--- src/rtl/send_unit.sv ---
// SEND instruction engine: streams a block of data-memory words onto the
// outbound valid/ready link and stalls the PU while a transfer is in flight.
module send_unit #(
  parameter int DW = 16,
  parameter int AW = 8,
  parameter int PW = 4
) (
  input  logic          clk,
  input  logic          rst_n,
  input  logic          send,
  input  logic [DW-1:0] addr_in,
  input  logic [DW-1:0] size_in,
  input  logic [PW-1:0] port_in,
  output logic          stall,
  output logic          rd_en,
  output logic [AW-1:0] rd_addr,
  input  logic [DW-1:0] rd_data,
  output logic          out_valid,
  input  logic          out_ready,
  output logic [DW-1:0] out_data,
  output logic [PW-1:0] out_port,
  output logic          out_last,
  output logic          done
);

  typedef enum logic [1:0] {IDLE, RD, LD, XFER} state_t;

  state_t        state;
  logic [AW-1:0] cur_addr;
  logic [DW-1:0] remain;
  logic          unused_addr_hi;

  // Only the low AW bits of the ra value address data memory.
  assign unused_addr_hi = ^addr_in[DW-1:AW];

  assign stall = (state != IDLE);

  always_ff @(posedge clk or negedge rst_n) begin
    if (!rst_n) begin
      state     <= IDLE;
      cur_addr  <= '0;
      remain    <= '0;
      out_port  <= '0;
      rd_en     <= 1'b0;
      rd_addr   <= '0;
      out_valid <= 1'b0;
      out_data  <= '0;
      out_last  <= 1'b0;
      done      <= 1'b0;
    end else begin
      done  <= 1'b0;
      rd_en <= 1'b0;
      case (state)
        IDLE: begin
          if (send) begin
            if (size_in == '0) begin
              done <= 1'b1;
            end else begin
              cur_addr <= addr_in[AW-1:0];
              remain   <= size_in;
              out_port <= port_in;
              rd_en    <= 1'b1;
              rd_addr  <= addr_in[AW-1:0];
              state    <= RD;
            end
          end
        end
        // read issued this cycle; data arrives next cycle
        RD: state <= LD;
        LD: begin
          out_data  <= rd_data;
          out_valid <= 1'b1;
          out_last  <= (remain == DW'(1));
          state     <= XFER;
        end
        // word held stable until the receiver accepts it
        XFER: begin
          if (out_ready) begin
            out_valid <= 1'b0;
            if (remain == DW'(1)) begin
              out_last <= 1'b0;
              done     <= 1'b1;
              state    <= IDLE;
            end else begin
              remain   <= remain - DW'(1);
              cur_addr <= cur_addr + AW'(1);
              rd_en    <= 1'b1;
              rd_addr  <= cur_addr + AW'(1);
              state    <= RD;
            end
          end
        end
        default: state <= IDLE;
      endcase
    end
  end

endmodule

--- config.mk ---
export PLATFORM = sky130hd
export DESIGN_NAME = send_unit
export DESIGN_NICKNAME = d
export VERILOG_FILES = /design/src/rtl/send_unit.sv
export SDC_FILE = /design/constraint.sdc
export NUM_CORES = 1
export LEC_CHECK = 0
export BUFFER_PORTS_ARGS = -buffer_cell sky130_fd_sc_hd__buf_2
export CORE_UTILIZATION = 40
export DETAILED_ROUTE_END_ITERATION = 8
export GPL_ROUTABILITY_DRIVEN = 0
export PLACE_DENSITY_LB_ADDON = 0.12
export SLEW_MARGIN = 20
export SYNTH_ARGS = -nofsm -noshare
export SYNTH_HDL_FRONTEND = slang
export SYNTH_SLANG_ARGS = --single-unit
--- constraint.sdc ---
create_clock -name clk -period 2.5 [get_ports clk]
set_clock_uncertainty 0.1 [all_clocks]
set_input_delay 0.75 -clock clk [delete_from_list [all_inputs] [get_ports clk]]
set_output_delay 0.75 -clock clk [all_outputs]
set_load 0.01 [all_outputs]
==> reports/metrics.json <==
{
  "logic_synthesis": {
    "portion_of_synthesized_cell_area_occupied_by_the_leading_cell_type_pct": 46.10,
    "yosysTopAreaCell": "dfrtp_1",
    "synthesis.nets": 337,
    "synth.area.top_cells": "dfrtp_1 46%, mux2_2 8.3%, a31oi_1 2.8%",
    "synth.yosys.seq_area_share_pct": 46.10,
    "syn_inst": 275,
    "cell_area_synth_um2": 2714,
    "number_of_enable_flip_flop_cells_after_synthesis": 0,
    "netlist-cell-type-count": 50,
    "synth_ff_type": "dfrtp_1",
    "synth.top_cells.by_count": "50 x dfrtp_1, 20 x mux2_2, 20 x nor2_1",
    "synth-warning-count": 0,
    "synth-seq-cells": 50,
    "avgSynthCellArea_um2": 9.869,
    "synthArstFlopShare_pct": 100.0,
    "yosysMostFrequentCell": "dfrtp_1"
  },
  "detailed_routing": {
    "dr.pass1.iters": 7,
    "route.detailed.drc": 6,
    "vias": 2653,
    "ant_nets": 0,
    "routed_via_density": 5.669,
    "drt-total-wl_mm": 7.767,
    "initialDrtViolationCount": 147,
    "wire_per_inst_um": 16.60
  },
  "cells_and_area": {
    "final_util_pct": 59.61,
    "layout.filler_cells": 591,
    "syn_to_final_growth_pct": 41.86,
    "seq_area_um2": 1251,
    "post_route_cells_drive_above_1_share_pct": 48.34,
    "stdcell_area_um2": 3850,
    "final_nets": 452,
    "multi_input_comb_area_um2": 1540,
    "fin_cells": 468,
    "n_antenna_cell": 0
  },
  "clock_network": {
    "clock_latency_ps": 310,
    "clock_sink_count": 50,
    "path_clk_slew_ps": 100,
    "cts_tree": "yes",
    "clk_root_buffer_cell": "clkbuf_8",
    "clk_path_buf_depth": 2,
    "cts_hold_repair.buffers": 0,
    "htreeDepth": 2,
    "cts_made_buffers": 5
  },
  "critical_path": {
    "worst_ep_arrival_time_ps": 2750,
    "worstSetupEndpointType": "flip-flop",
    "crit_path_max_fanout": 5,
    "crit_type": "input port to flip-flop",
    "startpoint_type": "input port",
    "required_worst_endpoint_ps": 2600
  },
  "grt": {
    "grt_antenna_before_repair": 0,
    "grt-ovfl-total": 0,
    "largest_net_degree_at_the_start_of_global_routing": 51,
    "grt_use_total_pct": 21.90,
    "grt_pass1_vias": 2496,
    "grt_pass1_wl_mm": 12.41
  },
  "power_and_ir_drop": {
    "leakagePower_nw": 1.724,
    "switching_share_pct": 42.25,
    "pwr_density_cell_nw_per_um2": 1232,
    "power.combinational.fraction_pct": 55.2,
    "power_frac_seq_pct": 31.7,
    "max-vdd-ir-drop_mv": 0.5387,
    "p_int_mw": 2.739,
    "clkPwrFrac_pct": 13.1,
    "finalPower_mw": 4.743,
    "switchingPower_mw": 2.004
  },
  "timing": {
    "pnr_worst_setup_slack_ps": -150.8,
    "tightest_slew_ps": 514.5,
    "min_period_over_period_pct": 106.0,
    "rsz_0062_raised_after_global_routing": "true",
    "report.final.slew_viol_count": 0,
    "setup_violations": 20,
    "fin_setup_tns_ps": -1263,
    "timing.max_slew.rel_slack_pct": 65.51,
    "max_clock_freq_ghz": 0.3772,
    "finalHoldViolations": 0,
    "timing.final.crit_period_ps": 2651
  },
  "floorplan": {
    "initial_core_util_pct": 42.02,
    "core_um2": 6459,
    "number_of_rows_created_at_floorplan": 29,
    "die_height_um": 84.37,
    "dieArea_um2": 7118,
    "design.portCount": 89,
    "chipWidth_um": 84.37
  },
  "placed_design": {
    "dpl.hpwl_mm": 5.373,
    "placement.io_buffers": 80,
    "placed_inst_area_um2": 3490,
    "placed_cells_incl_taps": 454
  },
  "run_status": {
    "violations": "design-rule violations, negative setup slack",
    "result_of_the_run": "finished with violations"
  },
  "job": {
    "maxCapViolations": 0
  },
  "hold_path": {
    "hold_path_class": "input port to async pin"
  }
}
==> area by class of cell <==
class,instances,area share (%)
well taps,77,2.502
clock buffers,6,2.145
clock inverters,2,1.007
inverters,10,0.9750
flip-flops and latches,50,32.50
multi-input cells,199,40.01
repair buffers,124,20.86
==> routing by layer <==
metal / wire length (µm) / vias to the layer above / track usage [%]
met2: 3776 / 83 / 35.25
met5: 0 / - / 0
met4: 97 / 0 / 5.855
li1: - / 1270 / -
met3: 364 / 10 / 3.343
met1: 3527 / 1290 / 31.05
==> cells in the final DEF (no fill, tap or decap), types with 3 or more instances in the layout <==
cell type   n
and3_1      4
buf_2      76
clkbuf_8    6
ha_1        6
nor3_1     10
nand4_1     3
and2_1      4
o21ai_0     9
or3_1       4
nand2_1    17
o21ai_1     3
o22ai_1     3
a21oi_2     5
buf_4      36
mux2_2     20
inv_1      10
nand3_1    10
o31ai_1     5
o21ai_2     3
nor2_1     19
nand2b_1    3
a311oi_1    4
or4_4       4
a31oi_1    11
nand3_2     4
dfrtp_1    50
buf_6      10
a21oi_1     5
==> power groups by stage <==
stage | Clock, mW | Combinational, mW | Sequential (mW)
6_report | 0.620 | 2.62 | 1.50
3_5_place_dp | 0 | 2.33 | 1.50
5_1_grt | 0.662 | 2.85 | 1.56
4_1_cts | 0.638 | 2.40 | 1.48
3_3_place_gp | 0 | 2.30 | 1.48
2_1_floorplan | 0 | 1.39 | 1.57
==> per-stage QoR <==
stage	worst slack, ps	hold WS [ps]
finish	-150.8	317.2
CTS	-149.4	326.6
floorplan	-250.5	354.4
global placement	-511.8	383.3
global route	-186.1	335.4
detailed placement	-531.6	385.6
==> state kept, by name, summed over array words and instances (netlist names) <==
| name | flops |
|---|---|
| state | 2 |
| out_last | 1 |
| out_data | 16 |
| out_port | 4 |
| rd_en | 1 |
| done | 1 |
| remain | 16 |
| cur_addr | 8 |
| out_valid | 1 |
==> timing repair <==
item	4_1_cts	5_1_grt
resized for setup	11	30
setup endpoints to repair	24	26
pin swaps	11	13
gates cloned	0	0
setup buffers	3	3
==> cells by family (layout without fill, tap and decap cells) <==
group / after synthesis / in the layout / synth area share (%)
muxes: 22 / 22 / 9.221
AOI/OAI and AO/OA: 73 / 73 / 18.72
buffers and inverters: 26 / 142 / 4.380
and+or+nand+nor: 98 / 98 / 18.81
adders and majority gates: 6 / 6 / 2.766
DFF: 50 / 50 / 46.10
==> worst paths after layout <==
path / endpoint / slack (ps) / start / depth (start not counted)
max: remain[7] / -150 / size_in[7] / 7
min: out_data[10] / 320 / rst_n / 2
max reg2reg: remain[7] / 120 / remain[3] / 5
min reg2reg: out_data[14] / 410 / out_data[14] / 1
max in group asynchronous: remain[0] / 1750 / rst_n / 2
min in group clk: out_data[14] / 410 / out_data[14] / 1
==> worst max-delay path: stages <==
cell	delay, ps
buf_6	90
or4_4	540
or4_4	590
a21oi_4	240
buf_6	150
o41ai_4	60
a221o_1	320
Power figures use the tool's default switching activity.
